**src/rtl/boot_sequencer.sv**
```systemverilog
// Program loader and run controller: streams loader words into RAM, hands the bus
// to the CU, then supervises the run with halt detection and a timeout.
module boot_sequencer #(
  parameter int unsigned ADDR_W  = 8,
  parameter int unsigned DATA_W  = 16,
  parameter int unsigned WR_HOLD = 2,
  parameter int unsigned SETTLE  = 4,
  parameter int unsigned CNT_W   = 24,
  parameter int unsigned MAX_RUN = 250000
) (
  input  logic              clk,
  input  logic              rst_n,
  input  logic              start,
  input  logic              abort,
  input  logic              ld_valid,
  output logic              ld_ready,
  input  logic [ADDR_W-1:0] ld_addr,
  input  logic [DATA_W-1:0] ld_data,
  input  logic              ld_last,
  output logic              owns_bus,
  output logic [ADDR_W-1:0] ram_addr,
  output logic [DATA_W-1:0] ram_wdata,
  output logic              ram_write,
  output logic              ram_read,
  output logic              cpu_enable,
  input  logic              cpu_halt,
  output logic [CNT_W-1:0]  run_cycles,
  output logic [ADDR_W:0]   words_loaded,
  output logic              done,
  output logic              timeout
);

  localparam int unsigned TMR_W = 16;
  localparam int unsigned WL_W  = ADDR_W + 1;
  localparam logic [TMR_W-1:0] HOLD_LAST   = TMR_W'(WR_HOLD - 1);
  localparam logic [TMR_W-1:0] SETTLE_LAST = TMR_W'(SETTLE - 1);
  localparam logic [CNT_W-1:0] RUN_MAX     = CNT_W'(MAX_RUN);

  typedef enum logic [2:0] {
    S_IDLE, S_LOAD, S_WRITE, S_SETTLE, S_RUN, S_DONE, S_TIMEOUT
  } state_e;

  state_e            state_q, state_d;
  logic [TMR_W-1:0]  tmr_q, tmr_d;
  logic              last_q, last_d;
  logic [ADDR_W-1:0] addr_q, addr_d;
  logic [DATA_W-1:0] wdata_q, wdata_d;
  logic [WL_W-1:0]   words_q, words_d;
  logic [CNT_W-1:0]  run_q, run_d;
  logic              ld_ready_q, ld_ready_d;
  logic              owns_bus_q, owns_bus_d;
  logic              ram_write_q, ram_write_d;
  logic              cpu_enable_q, cpu_enable_d;
  logic              done_q, done_d;
  logic              timeout_q, timeout_d;

  // State, datapath and registered outputs
  always_ff @(posedge clk or negedge rst_n) begin
    if (!rst_n) begin
      state_q      <= S_IDLE;
      tmr_q        <= '0;
      last_q       <= 1'b0;
      addr_q       <= '0;
      wdata_q      <= '0;
      words_q      <= '0;
      run_q        <= '0;
      ld_ready_q   <= 1'b0;
      owns_bus_q   <= 1'b1;
      ram_write_q  <= 1'b0;
      cpu_enable_q <= 1'b0;
      done_q       <= 1'b0;
      timeout_q    <= 1'b0;
    end else begin
      state_q      <= state_d;
      tmr_q        <= tmr_d;
      last_q       <= last_d;
      addr_q       <= addr_d;
      wdata_q      <= wdata_d;
      words_q      <= words_d;
      run_q        <= run_d;
      ld_ready_q   <= ld_ready_d;
      owns_bus_q   <= owns_bus_d;
      ram_write_q  <= ram_write_d;
      cpu_enable_q <= cpu_enable_d;
      done_q       <= done_d;
      timeout_q    <= timeout_d;
    end
  end

  // Next-state and datapath; abort overrides every transition but leaves counters alone
  always_comb begin
    state_d = state_q;
    tmr_d   = tmr_q;
    last_d  = last_q;
    addr_d  = addr_q;
    wdata_d = wdata_q;
    words_d = words_q;
    run_d   = run_q;
    if (abort) begin
      state_d = S_IDLE;
    end else begin
      unique case (state_q)
        S_IDLE, S_DONE, S_TIMEOUT: begin
          if (start) begin
            state_d = S_LOAD;
            words_d = '0;
            run_d   = '0;
          end
        end
        S_LOAD: begin
          if (ld_valid && ld_ready_q) begin
            addr_d  = ld_addr;
            wdata_d = ld_data;
            last_d  = ld_last;
            words_d = words_q + WL_W'(1);
            tmr_d   = '0;
            state_d = S_WRITE;
          end
        end
        S_WRITE: begin
          if (tmr_q == HOLD_LAST) begin
            tmr_d = '0;
            if (!last_q)          state_d = S_LOAD;
            else if (SETTLE == 0) state_d = S_RUN;
            else                  state_d = S_SETTLE;
          end else begin
            tmr_d = tmr_q + TMR_W'(1);
          end
        end
        S_SETTLE: begin
          if (tmr_q == SETTLE_LAST) begin
            tmr_d   = '0;
            state_d = S_RUN;
          end else begin
            tmr_d = tmr_q + TMR_W'(1);
          end
        end
        S_RUN: begin
          // The halting cycle still counts; halt beats a simultaneous timeout
          if (run_q != RUN_MAX) run_d = run_q + CNT_W'(1);
          if (cpu_halt)               state_d = S_DONE;
          else if (run_d == RUN_MAX)  state_d = S_TIMEOUT;
        end
        default: state_d = S_IDLE;
      endcase
    end
  end

  // Moore outputs decoded from the next state so they register alongside it
  always_comb begin
    ld_ready_d   = 1'b0;
    owns_bus_d   = 1'b1;
    ram_write_d  = 1'b0;
    cpu_enable_d = 1'b0;
    done_d       = 1'b0;
    timeout_d    = 1'b0;
    unique case (state_d)
      S_LOAD:    ld_ready_d  = 1'b1;
      S_WRITE:   ram_write_d = 1'b1;
      S_RUN: begin
        cpu_enable_d = 1'b1;
        owns_bus_d   = 1'b0;
      end
      S_DONE:    done_d      = 1'b1;
      S_TIMEOUT: timeout_d   = 1'b1;
      default: ;
    endcase
  end

  assign ld_ready     = ld_ready_q;
  assign owns_bus     = owns_bus_q;
  assign ram_addr     = addr_q;
  assign ram_wdata    = wdata_q;
  assign ram_write    = ram_write_q;
  assign ram_read     = 1'b0;
  assign cpu_enable   = cpu_enable_q;
  assign run_cycles   = run_q;
  assign words_loaded = words_q;
  assign done         = done_q;
  assign timeout      = timeout_q;

endmodule
```
**config.mk**
```make
export PLATFORM = sky130hd
export DESIGN_NAME = boot_sequencer
export DESIGN_NICKNAME = d
export VERILOG_FILES = /design/src/rtl/boot_sequencer.sv
export SDC_FILE = /design/constraint.sdc
export NUM_CORES = 1
export LEC_CHECK = 0
export CORE_ASPECT_RATIO = 1.25
export CORE_UTILIZATION = 23
export CTS_CLUSTER_DIAMETER = 40
export DETAILED_ROUTE_END_ITERATION = 7
export SYNTH_ARGS = -nofsm -noshare
export SYNTH_HDL_FRONTEND = slang
export SYNTH_SLANG_ARGS = --single-unit
```
**constraint.sdc**
```tcl
create_clock -name clk -period 2.7 [get_ports clk]
set_input_delay 0.81 -clock clk [delete_from_list [all_inputs] [get_ports clk]]
set_output_delay 0.81 -clock clk [all_outputs]
set_load 0.02 [all_outputs]
```
; ---- After elaboration in Yosys (flattened, before gate mapping)
; Index checks and enable logic that the tools add are counted.
[classes]
add_sub_neg = 3
n_eq_ne = 17
muxes = 27
bitwise = 1
reduce_logical = 10
[op_table]
columns = operator, count
row1 = 24-bit 2-to-1 mux, 4
row2 = 16-bit 2-to-1 mux, 3
row3 = 16-bit case mux with 3 select lines, 1
row4 = 24-bit case mux with 2 select lines, 1
row5 = "24-bit by 1-bit adder with 24-bit output, second input constant", 1
row6 = "24-bit by 18-bit equality test with 1-bit output, second input constant", 1
row7 = "24-bit by 18-bit inequality test with 1-bit output, second input constant", 1
row8 = 3-bit 2-to-1 mux, 7
row9 = "3-bit equality test, second input constant", 6
row10 = 9-bit 2-to-1 mux, 2
row11 = 9-bit case mux with 2 select lines, 1
row12 = "16-bit by 1-bit adder with 16-bit output, second input constant", 1
row13 = "16-bit by 1-bit equality test with 1-bit output, second input constant", 1
row14 = "16-bit by 2-bit equality test with 1-bit output, second input constant", 1
row15 = 3-bit case mux with 5 select lines, 1
row16 = "9-bit by 1-bit adder with 9-bit output, second input constant", 1
row17 = "3-bit by 2-bit equality test with 1-bit output, second input constant", 3
row18 = 3-bit AND reduction, 3
row19 = "3-bit by 1-bit equality test with 1-bit output, second input constant", 2
row20 = 1-bit 2-to-1 mux, 6
row21 = "2-bit inequality test, second input constant", 2
row22 = 4-bit AND reduction, 1
row23 = 2-bit nonzero test, 2
row24 = 3-bit logical NOT, 1
row25 = other kinds (5), 5
[totals]
reg_bits = 83
in_bits = 31
out_inout_bits = 64

; ---- Depth between registers and ports, before layout
; Gate-level depths: netlist (run 1).
[logic_depth]
ltp_word = 11
ltp_mapped = 9
ltp_nobuf = 8

; ---- Least setup slack after synthesis (run 1)
; No wires, ideal clock.
[synth_path]
path_type = register to register
start = reg run_q[0] (netlist: run_cycles[0])
end = reg cpu_enable_q (netlist: cpu_enable)
setup_time_ns = 0.119
arrival_time_ns = 2.505
required_ns = 2.581
setup_slack_ns = 0.077
path_stages_with_launch = 8
n_path_buf = 0
synth_period_minus_slack_ns = 2.623
path_cell_list = dfrtp_1 > ha_1 > nand3_1 > nor4_4 > nand4_1 > nor4b_1 > o21ai_1 > o21a_1
[synth_via]
elab_chain_cells = 11
elab_cells_between_ends = 12
classes_between = add/sub: 1 / eq/ne: 3 / mux: 8
[synth_rtl]
columns = item, line_no
row1 = from (decl), 49  ; logic [CNT_W-1:0] run_q, run_d;
row2 = from (signal assigned), 80  ; run_q <= run_d;
row3 = 24-bit by 1-bit adder with 24-bit output / 24-bit by 18-bit inequality test with 1-bit output (equally long branches), 140  ; if (run_q != RUN_MAX) run_d = run_q + CNT_W'(1);
row4 = 24-bit 2-to-1 mux *, 140
row5 = 24-bit 2-to-1 mux *, 102  ; unique case (state_q)
row6 = 24-bit 2-to-1 mux *, 99  ; if (abort) begin
row7 = 24-bit by 18-bit equality test with 1-bit output *, 142  ; else if (run_d == RUN_MAX) state_d = S_TIMEOUT;
row8 = 3-bit 2-to-1 mux *, 142
row9 = 3-bit 2-to-1 mux *, 141  ; if (cpu_halt) state_d = S_DONE;
row10 = 3-bit case mux with 5 select lines *, 102
row11 = 3-bit 2-to-1 mux *, 99
row12 = 3-bit equality test *, 157  ; unique case (state_d)
row13 = 1-bit 2-to-1 mux *, 157
row14 = named net cpu_enable_d, 53  ; logic cpu_enable_q, cpu_enable_d;
row15 = to (signal assigned), 84  ; cpu_enable_q <= cpu_enable_d;
row16 = to (decl), 53
; The timed path passes the listed nets; every way through them passes the cells marked *. The select of a mux whose other input is x is not followed.
; A chain may end at the register's enable or synchronous reset.

; ---- Worst setup path in the final report (run 1)
; Ends and elaborated chain as after synthesis.

==> results.toml, run 1 <==
[run_status]
status = "complete, no violations"

[layout]
utilization_pct = 33.1
fin_cells = 886
num_antenna_cells = 0
num-nets-final = 652
area_growth_pct = 39.6
multiInputGateArea_mm2 = 0.00243
drive_above_1_share_pct = 17.4
seqCellArea_mm2 = 0.00208
n_fill_cell = 2001

[synth]
synth_area_leader_cell = "dfrtp_1"
synth_ff_type = "dfrtp_1"
synth_edf_count = 0
ys_top_cells_by_area = "dfrtp_1 44%, mux2_2 6.8%, o21ai_0 6.7%"
ys_types = 62
synth_nets = 532
netlist.area_leader.share_pct = 44.1
postSynthAreaPerCell_um2 = 9.39
syn_area_mm2 = 0.00466
synth_seq_cells = 83
ys_seq_area_share_pct = 44.6
yosys_warnings = 0
postSynth.asyncResetShare_pct = 100
syn_inst = 496

[clocking]
cts_tree = "yes"
root_buffer = "clkbuf_16"
clkTransAtPathRegs_ns = 0.07
cts_buffers = 9
htreeDepth = 3
post-cts-setup-buffers = 0
clock_latency_ns = 0.34
cts_sinks = 83
clock_path_buffers = 2

[detailed_routing]
viasPerCell = 4.75
vias = 4206
drt_wl_total_um = 12800
wl_per_cell_um = 14.5
drc = 0
drt_first_iter_violations = 233
ant_nets = 0
drt_first_pass_iters = 4

[floorplanning]
dieWidth_um = 129
row_count = 57
die_area_mm2 = 0.0208
io_pins = 95
initial_core_util_pct = 23.8
fp.dieH_um = 161
core-area_mm2 = 0.0196

[global_route]
met3_usage_pct = 2.19
antenna_found_initial = 0
grt_pass1_vias = 4127
grt_max_degree = 48
grt_first_pass_wirelength_um = 21200
grt_use_total_pct = 12.9
grtUsageMet1_pct = 15.5
gr-total-overflow = 0
grtUsageMet2_pct = 22.9
gr-max-usage-layer = "met2"

[sta]
fin_crit_sh_pct = 95.1
slew_headroom_pct = 65.6
clock.fmax_mhz = 389
fin_skew_ns = 0.0105
setup_slack_ns = 0.132
hold_viol = 0
setup_viol_count_final = 0
fin_crit_ns = 2.57
worstMarginPinSlew_ns = 0.511
whs_ns = 0.428
rsz0062_at_grt = "false"
drv_slew = 0

[placed_design]
gp_congestion = 0.808
place_inst = 870
pre_cts_ws_ns = -0.104
portBuffers = 93
dp_hpwl_um = 9440

[power_and_ir_drop]
power_mw = 3.44
power.leakage_nw = 2.70
peakVddDrop_mv = 0.325
p_per_area_mw_per_mm2 = 529

[critical_path]
cp-end-kind = "flip-flop"
crit_family = "simple AND/OR/NAND/NOR gates"
cp.required_ns = 2.93
crit_chain = "inv_1 -> ha_1 -> nor4b_2 -> nand4_1 -> or4_1 -> a211o_1 -> or4_4 -> o21a_1"
criticalPathCategory = "flip-flop to flip-flop"
cp_slowest_stage_delay_ns = 0.49
cp_slowest_cell = "or4_1"
r2r_cells = 8
worst-path-buf-inv = 1
timing.rr.start = "run_cycles[0]"
cp-start-kind = "flip-flop"
cp.arrival_ns = 2.79
cp.depth = 8
critical_path_peak_fanout = 5
reg2reg_to = "cpu_enable"
regToRegSetupSlack_ns = 0.13

[run]
maxCapViolCount = 0

[hold_path]
hp-class = "primary input to asynchronous set/reset pin"
==> stage by stage <==
step	setup TNS, ns	instance area (um^2)
2_1_floorplan	0	4660
3_3_place_gp	-0.0641	6170
3_5_place_dp	-0.135	6170
4_1_cts	0	6480
5_1_grt	0	6500
6_report	0	6500
==> worst register-to-register path: stages (launching register included) <==
cell	delay (ns)
dfrtp_1	0.42
inv_1	0.09
ha_1	0.14
nor4b_2	0.18
nand4_1	0.15
or4_1	0.49
a211o_1	0.32
or4_4	0.45
o21a_1	0.21
==> worst max-delay path by stage <==
stage	startpoint	end
after floorplan	run_cycles[0]	cpu_enable
after global placement	cpu_halt	cpu_enable
after detailed placement	cpu_halt	cpu_enable
after CTS	run_cycles[0]	cpu_enable
after global routing	run_cycles[0]	cpu_enable
final	run_cycles[0]	cpu_enable
==> report_power, final <==
group / internal (mW) / switching [mW] / total (mW)
registers: 1.37 / 0.0663 / 1.44
logic: 0.377 / 0.329 / 0.706
clock network: 0.752 / 0.540 / 1.29
total: 2.50 / 0.935 / 3.44
==> synth_stat cells, types with 7 or more instances <==
cell / count
clkbuf_1: 24
nand4_1: 19
xor2_1: 8
and4_1: 10
o31ai_1: 9
inv_1: 11
xnor2_1: 7
a31oi_1: 8
and3_1: 10
and2_1: 11
dfrtp_1: 82
nor2_1: 32
nor3_1: 8
nand3_1: 18
mux2_2: 28
a21oi_1: 16
or3_1: 7
o21ai_0: 62
nand2_1: 38
==> sequential cells by signal, indices dropped and copies added, names as in the netlist <==
register / count
words_loaded: 9
ld_ready: 1
owns_bus: 1
ram_write: 1
state_q: 3
done: 1
tmr_q: 16
last_q: 1
ram_wdata: 16
ram_addr: 8
run_cycles: 24
timeout: 1
cpu_enable: 1
==> per-layer routing <==
layer,vias to the layer above,part of all wire [%]
met2,72,51
met4,0,1.7
met1,2058,43
met3,10,3.8
met5,-,0
li1,2066,-
==> cells by family after synthesis <==
group                      after synthesis  share of synthesized area (%)
other                                    1                         0.0805
adders and majority gates                5                           1.34
buffers and inverters                   43                           3.73
and+or+nand+nor                        191                           23.7
AOI/OAI and AO/OA                      129                           16.7
muxes                                   29                           6.98
DFF                                     83                           44.6
xor gates and xnor gates                15                           2.82
==> cells in the final DEF (no fill, tap or decap), drive strengths merged, types with 4 or more instances in the layout <==
| master | count |
|---|---|
| o21ai | 66 |
| xnor2 | 7 |
| nand3 | 19 |
| ha | 5 |
| nand4 | 21 |
| clkdlybuf4s50 | 92 |
| nand2b | 5 |
| nor3 | 8 |
| a31oi | 8 |
| or3 | 7 |
| o31ai | 9 |
| nor4 | 5 |
| clkbuf | 10 |
| nand2 | 38 |
| a21oi | 16 |
| and4 | 10 |
| and2 | 11 |
| xor2 | 8 |
| inv | 13 |
| o211ai | 4 |
| nor2b | 4 |
| nor3b | 5 |
| nor2 | 32 |
| dfrtp | 82 |
| mux2 | 28 |
| buf | 49 |
| and3 | 10 |
==> timing repair <==
item	CTS	global route
resized for setup	0	4
setup endpoints to repair	0	4
hold buffers	0	0
hold endpoints to repair	0	0
==> cell type report <==
type	instances	share of cell area [%]
Tap cell	265	5.10
Clock buffer	10	3.68
Clock inverter	6	1.10
Timing Repair Buffer	141	20.2
Inverter	11	0.635
Sequential cell	83	32.0
Multi-Input combinational cell	370	37.3
Power figures use the tool's default switching activity.
==> inputs of run 2 (changes only) <==
Settings changed: CORE_MARGIN from default to 4.
==> results.toml, run 2 (same netlist as run 1, synthesis figures left out) <==
[sta]
clock.fmax_mhz = 388
setup_tns_ns = 0
slew_headroom_pct = 64.9
setup_slack_ns = 0.121
fin_crit_sh_pct = 95.5
setup_viol_count_final = 0
drv_slew = 0
hold_viol = 0
fin_skew_ns = 0.00819
rsz0062_at_grt = "false"
whs_ns = 0.256
fin_crit_ns = 2.58
worstMarginPinSlew_ns = 0.526

[floorplanning]
die_area_mm2 = 0.0226
core-area_mm2 = 0.0197
fp.dieH_um = 167
initial_core_util_pct = 23.7
dieWidth_um = 135
row_count = 57
io_pins = 95

[detailed_routing]
drt_first_pass_iters = 4
ant_nets = 0
viasPerCell = 4.72
drc = 0
drt_wl_total_um = 13100
vias = 4185
drt_first_iter_violations = 272
wl_per_cell_um = 14.7

[power_and_ir_drop]
p_per_area_mw_per_mm2 = 517
pwr-share-comb_pct = 21.0
power.share.sequential_pct = 43.0
power.leakage_nw = 2.69
p_int_mw = 2.41
peakVddDrop_mv = 0.236
p_clk_share_pct = 36.0
power_mw = 3.35
switchingPower_uw = 938
switching_share_pct = 28.0

[global_route]
antenna_found_initial = 0
grt_max_degree = 48
gr-total-overflow = 0
grt_use_total_pct = 11.9
grt_first_pass_wirelength_um = 21900
grt_pass1_vias = 4197

[critical_path]
cp.required_ns = 2.93
cp.depth = 8
r2r_cells = 8
cp_slowest_cell = "or4_1"
cp-start-kind = "flip-flop"
worst-path-buf-inv = 1
cp.arrival_ns = 2.80
crit_family = "simple AND/OR/NAND/NOR gates"
criticalPathCategory = "flip-flop to flip-flop"
cp_slowest_stage_delay_ns = 0.49
critical_path_peak_fanout = 5
cp-end-kind = "flip-flop"
crit_chain = "inv_1 -> ha_1 -> nor4b_2 -> nand4_1 -> or4_1 -> a211o_1 -> or4_4 -> o21a_1"

[layout]
fin_cells = 887
mostFrequentLayoutCells = "92 x clkdlybuf4s50_1, 82 x dfrtp_1, 62 x o21ai_0"
utilization_pct = 32.9
postLayoutCellArea_mm2 = 0.00648
n_fill_cell = 2050
num-nets-final = 653
num_antenna_cells = 0
area_growth_pct = 39.2
final_common_cell = "clkdlybuf4s50_1"
largest_register_ffs = 24
drive_above_1_share_pct = 17.4

[placed_design]
place_inst = 871
dp_hpwl_um = 9770
pre_cts_ws_ns = -0.121
gp_congestion = 0.796
placed_area_mm2 = 0.00618
portBuffers = 93

[clocking]
cts_hold_buf = 0
clkTransAtPathRegs_ns = 0.07
clock_latency_ns = 0.34
clock_path_buffers = 2
cts_sinks = 83
root_buffer = "clkbuf_16"
htreeDepth = 3
cts-resized-gates = 0
cts_buffers = 9
cts_tree = "yes"
post-cts-setup-buffers = 0

[hold_path]
hp-class = "primary input to asynchronous set/reset pin"

[run]
maxCapViolCount = 0

[run_status]
status = "complete, no violations"
-- run 2: changes by cell type in the layout (fill, tap and decap cells not counted) --
| cell | delta |
|---|---|
| buf_4 | +1 |
| nor4bb_2 | -1 |
| inv_6 | +2 |
| clkinv_2 | -1 |
| nor4bb_1 | +1 |
| bufinv_16 | -1 |
-- run 2: power by group through the flow --
stage	logic, mW	registers (mW)	clock network [mW]
5_1_grt	0.750	1.46	1.32
4_1_cts	0.714	1.44	1.25
2_1_floorplan	0.178	1.61	0
3_5_place_dp	0.712	1.47	0
3_3_place_gp	0.708	1.46	0
6_report	0.703	1.44	1.21
-- run 2: cell type report --
class	instances	area (um^2)	share of cell area, %
tap	265	332	5.11
clock buffer	10	239	3.69
timing repair buffer	142	1320	20.4
multi-input combinational	370	2420	37.3
inverter	11	41.3	0.637
clock inverter	6	53.8	0.830
sequential	83	2080	32.0
-- run 2: final timing paths --
kind	start	end	slack [ns]
max in group asynchronous	rst_n	done	1.81
hold / removal	rst_n	ram_addr[7]	0.26
setup / recovery	run_cycles[0]	cpu_enable	0.12
min in group clk	ram_wdata[14]	ram_wdata[14]	0.50
hold reg to reg	ram_wdata[14]	ram_wdata[14]	0.50
setup reg to reg	run_cycles[0]	cpu_enable	0.12
-- run 2: routing by layer --
metal  track usage, %  share of wire (%)  vias up  wire length (um)
met5                0                  0        -                 0
met4             4.03                1.7        0               224
met3             3.36                5.4       11               711
met2             20.1                 50       82              6580
met1             14.6                 42     2028              5560
li1                 -                  -     2064                 -
-- run 2: worst reg2reg max path: stages (launching register included) --
cell and delay [ns]:
dfrtp_1 0.43, inv_1 0.10, ha_1 0.13, nor4b_2 0.19
nand4_1 0.17, or4_1 0.49, a211o_1 0.32, or4_4 0.45
o21a_1 0.20
